`config.mk`:
```
export PLATFORM = sky130hd
export DESIGN_NAME = sdram_scan_reader
export DESIGN_NICKNAME = d
export VERILOG_FILES = /design/src/rtl/sdram_scan_reader.sv
export SDC_FILE = /design/constraint.sdc
export NUM_CORES = 1
export LEC_CHECK = 0
export CAP_MARGIN = 20
export CORE_MARGIN = 4
export CORE_UTILIZATION = 35
export DETAILED_ROUTE_END_ITERATION = 8
export PLACE_DENSITY = 0.62
export SYNTH_ARGS = -nofsm -noshare
export SYNTH_HDL_FRONTEND = slang
export SYNTH_SLANG_ARGS = --single-unit
export TNS_END_PERCENT = 5
```
`constraint.sdc`:
```
create_clock -name clk -period 7.6 [get_ports clk]
set_input_delay 0.76 -clock clk [delete_from_list [all_inputs] [get_ports clk]]
set_output_delay 0.76 -clock clk [all_outputs]
set_load 0.02 [all_outputs]
```
`src/rtl/sdram_scan_reader.sv`:
```
// sdram_scan_reader: read-agent client of the sdram controller.
// A start pulse streams LEN consecutive words from BASE_ADDR into a small
// first-word-fall-through FIFO that feeds a valid/ready pixel stream.
// Reads are only issued while buffered words plus in-flight reads fit in
// the FIFO, so a returning word always has a free slot.
module sdram_scan_reader #(
  parameter logic [19:0] BASE_ADDR    = 20'h04000,
  parameter int          LEN          = 8192,
  parameter int          FIFO_DEPTH   = 16,
  parameter int          FLUSH_CYCLES = 8
) (
  input  logic        clk,
  input  logic        rst,
  input  logic        start,
  output logic        busy,
  output logic        done,
  output logic        overflow,
  output logic        RdReq,
  input  logic        RdGnt,
  output logic [19:0] RdAddr,
  input  logic [15:0] RdData,
  input  logic        RdDataValid,
  output logic [15:0] pix_data,
  output logic        pix_valid,
  input  logic        pix_ready
);

  localparam int IDX_W = $clog2(LEN + 1);
  localparam int CNT_W = $clog2(FIFO_DEPTH + 1);
  localparam int PTR_W = $clog2(FIFO_DEPTH);
  localparam int FL_W  = $clog2(FLUSH_CYCLES);

  localparam logic [IDX_W-1:0] LAST_IDX  = IDX_W'(LEN - 1);
  localparam logic [IDX_W-1:0] LEN_CNT   = IDX_W'(LEN);
  localparam logic [CNT_W-1:0] DEPTH_CNT = CNT_W'(FIFO_DEPTH);
  localparam logic [CNT_W:0]   DEPTH_EXT = (CNT_W + 1)'(FIFO_DEPTH);
  localparam logic [FL_W-1:0]  FLUSH_TOP = FL_W'(FLUSH_CYCLES - 1);

  typedef enum logic [1:0] {
    S_FLUSH,
    S_IDLE,
    S_FETCH,
    S_DRAIN
  } state_t;

  state_t state, state_next;

  logic [IDX_W-1:0] idx;
  logic [IDX_W-1:0] popped;
  logic [CNT_W-1:0] outstanding;
  logic [CNT_W-1:0] fifo_count;
  logic [PTR_W-1:0] wr_ptr;
  logic [PTR_W-1:0] rd_ptr;
  logic [FL_W-1:0]  flush_cnt;
  logic [15:0]      mem [FIFO_DEPTH];

  logic [CNT_W:0] credit_used;
  logic           grant;
  logic           accepting;
  logic           push_req;
  logic           fifo_full;
  logic           push;
  logic           pop;
  logic           scan_start;

  // Credit is counted against the FIFO depth with one extra bit so the sum cannot wrap.
  assign credit_used = {1'b0, fifo_count} + {1'b0, outstanding};
  assign grant       = RdReq & RdGnt;
  assign accepting   = (state == S_FETCH) || (state == S_DRAIN);
  assign push_req    = RdDataValid & accepting;
  assign fifo_full   = (fifo_count == DEPTH_CNT);
  assign push        = push_req & ~fifo_full;
  assign pop         = pix_valid & pix_ready;
  assign scan_start  = (state == S_IDLE) & start;

  assign RdAddr    = BASE_ADDR + 20'(idx);
  assign pix_valid = (fifo_count != '0);
  assign pix_data  = mem[rd_ptr];

  // State register; reset always lands in FLUSH so stale returns are absorbed.
  always_ff @(posedge clk) begin
    if (rst) state <= S_FLUSH;
    else     state <= state_next;
  end

  // Next-state and control outputs; RdReq depends only on registered counters.
  always_comb begin
    state_next = state;
    RdReq      = 1'b0;
    busy       = 1'b1;
    done       = 1'b0;
    case (state)
      S_FLUSH: begin
        if (flush_cnt == '0) state_next = S_IDLE;
      end
      S_IDLE: begin
        busy = 1'b0;
        if (start) state_next = S_FETCH;
      end
      S_FETCH: begin
        RdReq = (credit_used < DEPTH_EXT);
        if ((credit_used < DEPTH_EXT) && RdGnt && (idx == LAST_IDX)) state_next = S_DRAIN;
      end
      S_DRAIN: begin
        if (popped == LEN_CNT) begin
          done       = 1'b1;
          state_next = S_IDLE;
        end
      end
      default: state_next = S_FLUSH;
    endcase
  end

  // Post-reset flush countdown; holds at zero once FLUSH is over.
  always_ff @(posedge clk) begin
    if (rst)                                    flush_cnt <= FLUSH_TOP;
    else if (state == S_FLUSH && flush_cnt != '0) flush_cnt <= flush_cnt - FL_W'(1);
  end

  // Request index advances once per accepted grant and restarts on each scan.
  always_ff @(posedge clk) begin
    if (rst)             idx <= '0;
    else if (scan_start) idx <= '0;
    else if (grant)      idx <= idx + IDX_W'(1);
  end

  // Words handed to the stream consumer during the current scan.
  always_ff @(posedge clk) begin
    if (rst)             popped <= '0;
    else if (scan_start) popped <= '0;
    else if (pop)        popped <= popped + IDX_W'(1);
  end

  // In-flight reads: up on a grant, down on a return, unchanged when both coincide.
  always_ff @(posedge clk) begin
    if (rst) begin
      outstanding <= '0;
    end else if (grant && !push_req) begin
      outstanding <= outstanding + CNT_W'(1);
    end else if (!grant && push_req && outstanding != '0) begin
      outstanding <= outstanding - CNT_W'(1);
    end
  end

  // FIFO pointers and occupancy; simultaneous push and pop leave the count alone.
  always_ff @(posedge clk) begin
    if (rst) begin
      wr_ptr     <= '0;
      rd_ptr     <= '0;
      fifo_count <= '0;
    end else begin
      if (push) wr_ptr <= wr_ptr + PTR_W'(1);
      if (pop)  rd_ptr <= rd_ptr + PTR_W'(1);
      if (push && !pop)      fifo_count <= fifo_count + CNT_W'(1);
      else if (pop && !push) fifo_count <= fifo_count - CNT_W'(1);
    end
  end

  // FIFO storage; contents need no reset because occupancy gates visibility.
  always_ff @(posedge clk) begin
    if (push) mem[wr_ptr] <= RdData;
  end

  // Sticky flag for a return that found the FIFO full; the word itself is dropped.
  always_ff @(posedge clk) begin
    if (rst)                        overflow <= 1'b0;
    else if (push_req && fifo_full) overflow <= 1'b1;
  end

endmodule
```
# Word-level counts from Yosys, hierarchy flattened
# Memory sizes are Yosys's and may differ from the RTL's. A register that Yosys moved wholly into a read port is not among the register bits.
# Cells that the tools add are included.
[op_classes]
shift = 0
n_eq_ne = 10
bitwise = 6
muxes = 17
div = 0
add_sub_neg = 11
n_lt_le_gt_ge = 1
multipliers = 0
reduce_logical = 23
[ops]
columns = ["operator", "count"]
rows = [
  ["$add A14 B1 Y14 const B", 2],
  ["$mux W5", 4],
  ["$add A15 B14 Y16 const A", 1],
  ["$eq A14 B13 Y1 const B", 1],
  ["$eq A14 B14 Y1 const B", 1],
  ["$add A5 B1 Y5 const B", 2],
  ["$reduce_bool A5 Y1", 2],
  ["$sub A5 B1 Y5 const B", 2],
  ["$logic_and A1 B1 Y1", 9],
  ["$add A4 B1 Y4 const B", 2],
  ["$mux W2", 4],
  ["$mux W4", 2],
  ["$pmux W2 S4", 1],
  ["$add A5 B5 Y6", 1],
  ["$lt A6 B5 Y1 const B", 1],
  ["$mux W1", 6],
  ["$and A1 B1 Y1", 5],
  ["$eq A5 B5 Y1 const B", 1],
  ["$eq A2 B2 Y1 const B", 2],
  ["$logic_not A1 Y1", 4],
  ["$ne A2 B1 Y1 const B", 2],
  ["$ne A2 B2 Y1 const B", 2],
  ["$reduce_and A4 Y1", 1],
  ["$reduce_bool A2 Y1", 2],
  ["8 further kinds", 8],
]
[word_totals]
in_bits = 22
rom_bits = 0
reg_bits = 52
out_inout_bits = 41
latchBits = 0
mem_count = 1
ramBits = 256
word_cells = 78
[memory_table]
columns = ["memory", "depth", "width", "rd", "rd_ports_with_merged_regs", "wr", "line", "text"]
rows = [
  ["mem", 16, 16, 1, 1, 1, "55", "logic [15:0] mem [FIFO_DEPTH];"],
]

# Longest topological paths before layout
[logic_depth]
ltp_word = 9
mapped_depth = 13
mapped_depth_nobuf = 12

# Least setup slack after synthesis
# No wires, ideal clock.
[synth_timing]
path_kind = "in2reg"
from = "input RdDataValid"
to = "register fifo_count[4]"
stages = 11
path_buffers = 1
arrival_time_ps = 2988
required_time_ps = 7529
slack_ps = 4541
setup_time_ps = 71
cell_sequence = "o21a_1 a21boi_0 clkbuf_1 ha_1 inv_1 fa_1 a21o_1 a21oi_1 xnor2_1 or3_1 a21oi_1"
[synth_via]
elab_chain_cells = 5
word_cells_on_any_way = 7
cone_classes = "1 x mux; 2 x bitwise; 4 x reduce/logical"
[synth_lines]
columns = ["element", "line", "text"]
rows = [
  ["start, declared", "22", "input logic RdDataValid,"],
  ["$and A1 B1 Y1 *", "70", "assign push_req = RdDataValid & accepting;"],
  ["$and A1 B1 Y1 *", "72", "assign push = push_req & ~fifo_full;"],
  ["net push", "62", "logic push;"],
  ["$logic_not A1 Y1", "155", "else if (pop && !push) fifo_count <= fifo_count - CNT_W'(1);"],
  ["$logic_and A1 B1 Y1", "155", ""],
  ["$reduce_bool A2 Y1 (no line)", "-", ""],
  ["end signal, assigned", "154", "if (push && !pop) fifo_count <= fifo_count + CNT_W'(1);"],
  ["end signal, assigned", "155", ""],
  ["end, declared", "51", "logic [CNT_W-1:0] fifo_count;"],
]
# The timed path passes the listed nets; every way through them passes the cells marked *.
# A chain may end at the register's enable or synchronous reset.

==> impl_metrics.csv <==
group,metric,value,unit
route,drc,0,
min_path,hp-class,"flip-flop to flip-flop",
flow_run,drv_cap,0,
placed_design,hpwl,14700,um
yosys,synth_flop_cell,"edfxtp_1",
clock_tree,path_clk_slew,60,ps
die,die_h,199,um
yosys,synth_warnings,0,
die,start_util,35.6,%
clock_tree,clock-sinks,312,
yosys,synth-edff-count,256,
die,core,35700,um2
yosys,postSynthAreaPerCell,17.9,um2
worst_setup_path,criticalPathCategory,"flip-flop to output port",
placed_design,gp_congestion,0.716,
clock_tree,h-tree-depth,2,
placed_design,postPlaceCellArea,13900,um2
timing,hold_viol,0,
clock_tree,cts_tree,"done",
worst_setup_path,r2r_start,"fifo_count[0]",
layout,layout.nets,841,
timing,setup_violations,0,
yosys,synth_area_leaders,"edfxtp_1 60%, mux4_2 14%, dfxtp_1 8.8%",
clock_tree,cts_root_buffer,"clkbuf_16",
yosys,synth-xor-area-share,2.55,%
worst_setup_path,required,6840,ps
route,route.vias.total,6448,
yosys,synth-compound-area-share,2.31,%
worst_setup_path,startpoint_type,"flip-flop",
yosys,syn-cell-area,12700,um2
die,die_x,199,um
global_route,grt_use_total,13.3,%
die,ioPinCount,63,
pwr,combPwrFrac,17.8,%
timing,period_share,55.2,%
global_route,grt_antenna_before_repair,1,
timing,tightestPinTransition,1060,ps
die,die_area,39400,um2
yosys,synth_top_family_by_area,"multiplexers",
route,vias_per_cell,5.05,
clock_tree,numCtsBuffers,34,
pwr,peakVddDrop,147,uV
worst_setup_path,cp_cell_sequence,"buf_4 > buf_16 > mux4_2 > mux4_2 > clkdlybuf4s50_1",
layout,post_layout_nonfiller_instances,1276,
layout,mostFrequentLayoutCells,"256 x edfxtp_1, 80 x mux4_2, 56 x clkdlybuf4s50_1",
worst_setup_path,crit_top_cell,"mux4_2",
worst_setup_path,crit_slowest_cell,"clkdlybuf4s50_1",
route,wl,25800,um
pwr,p_clk_share,37.7,%
global_route,grt_start_max_net_pins,65,
clock_tree,clk-insertion-delay-late,520,ps
layout,design_area,15100,um2
global_route,grt-ovfl-total,0,
yosys,synth_async_sr_flop_share,0,%
timing,timing.setup.tns,0,ps
placed_design,io_buffer_count,56,
yosys,synth_cells,711,
pwr,leakagePower,4.85,nW
worst_setup_path,cp-end-kind,"output port",
yosys,synth_cell_type_count,56,
route,ant_nets,0,
yosys,yosys.area.top_type,"edfxtp_1",
layout,n_antenna_cell,0,
yosys,synthAdderAreaFrac,2.78,%
timing,relSlewSlack,28.9,%
worst_setup_path,arrival,3430,ps
pwr,power_frac_seq,44.6,%
yosys,yosys.area_share.simple,6.40,%
layout,drive_above_1_share,20.0,%
status,outcome,"finished, final reports clean",
layout,area_growth,18.4,%
clock_tree,cts.repair.resized,0,
die,row_count,69,
layout,final_common_cell,"edfxtp_1",
timing,clock_skew,17.9,ps
pwr,p_switching,0.00104,W
timing,layout_min_cycle_time,4190,ps
layout,fill_cells,3147,
route,drtIter0Drc,404,
pwr,swShare,24.2,%
clock_tree,clk_path_buf_depth,3,
timing,maxSlewViolCount,0,
global_route,grt_pass1_wl,40100,um
route,wire_per_inst,20.2,um
min_path,hp-start,"flush_cnt[1]",
pwr,intPower,0.00326,W
global_route,grt_pass1_vias,6731,
yosys,ys_ff_latch,312,
yosys,muxShareOfSynthArea,14.7,%
timing,rsz0062_at_grt,"no",
yosys,synth_seq_area_share,69.3,%
yosys,synth_top_area_share,60.5,%
worst_setup_path,slowest_delay,560,ps
placed_design,dp.cells,1216,
clock_tree,cts_setup_buffers,0,
clock_tree,cts_hold_buf,0,
worst_setup_path,critPathMaxFanout,31,
route,drt-pass1-iter-count,4,
timing,fmax,238,MHz
pwr,power_density,286,nW/um2
-- layout make-up --
| class | count | area [um2] | area share [%] |
|---|---|---|---|
| clock inverters | 15 | 165 | 1.10 |
| well taps | 461 | 577 | 3.83 |
| repair buffers | 78 | 826 | 5.48 |
| inverters | 18 | 68.8 | 0.457 |
| multi-input cells | 348 | 3670 | 24.4 |
| flip-flops and latches | 312 | 8810 | 58.5 |
| clock buffers | 44 | 931 | 6.18 |
-- metrics by stage --
stage,setup WS (ps),power [W],hold slack [ps],utilization [%]
global route,3190,0.00450,506,42.2
floorplan,4540,0.00252,435,-
finish,3410,0.00430,461,42.2
global placement,3680,0.00271,445,38.8
detailed placement,3690,0.00272,451,39.1
CTS,3130,0.00435,466,42.1
-- final timing paths --
path | to | slack, ps | depth (start not counted)
worst max-delay path | pix_data[6] | 3410 | 5
worst min-delay path | flush_cnt[1] | 460 | 1
worst max register to register | fifo_count[4] | 4350 | 11
worst min register to register | flush_cnt[1] | 460 | 1
-- per-layer routing --
metal	vias to the layer above	routed length, um	part of all wire (%)	global-route usage [%]
li1	2949	-	-	-
met1	3293	11300	44	18.5
met2	159	12500	48	21.5
met3	45	1530	5.9	2.76
met4	2	491	1.9	3.29
met5	-	9	0.035	0
-- critical path: cells and delay by family, from the launching register on --
family / cells / cell delay, ps
buffers and inverters: 3 / 1340
multiplexers: 2 / 1060
flip-flops: 1 / 470
-- logic make-up (layout without fill, tap and decap cells) --
group,count (synthesis),in the layout
adder cells (fa/ha/maj),27,27
buffers and inverters,55,155
other,2,6
multiplexers,86,86
AND/OR/NAND/NOR,149,149
flip-flops,312,312
XOR/XNOR,37,37
AO/OA/AOI/OAI,43,43
-- synth_stat cells, types with 4 or more instances --
cell / number
edfxtp_1: 256
mux4_2: 80
dfxtp_1: 56
nor2_1: 47
xnor2_1: 26
ha_1: 25
nand2_1: 21
clkbuf_1: 19
inv_1: 16
a21oi_1: 15
and2_1: 14
nor3_1: 12
xor2_1: 11
buf_2: 9
nand3_1: 9
o21ai_0: 8
a21o_1: 7
nand4_1: 7
nor4_1: 7
and4_1: 6
buf_4: 6
mux2i_1: 4
nand2b_1: 4
-- registers in the layout (all words and copies together), names as in the netlist, named ones only --
signal	cells
outstanding	5
popped	14
idx	14
state	2
flush_cnt	3
wr_ptr	4
mem	256
fifo_count	5
overflow	1
rd_ptr	4
-- power groups by stage --
stage	Sequential, W	Clock, W	Combinational (W)
after floorplan	0.00193	0	0.000585
after global placement	0.00196	0	0.000756
after detailed placement	0.00196	0	0.000763
after CTS	0.00192	0.00167	0.000766
after global routing	0.00193	0.00174	0.000837
final	0.00192	0.00162	0.000764
(Power assumes the default switching activity.)
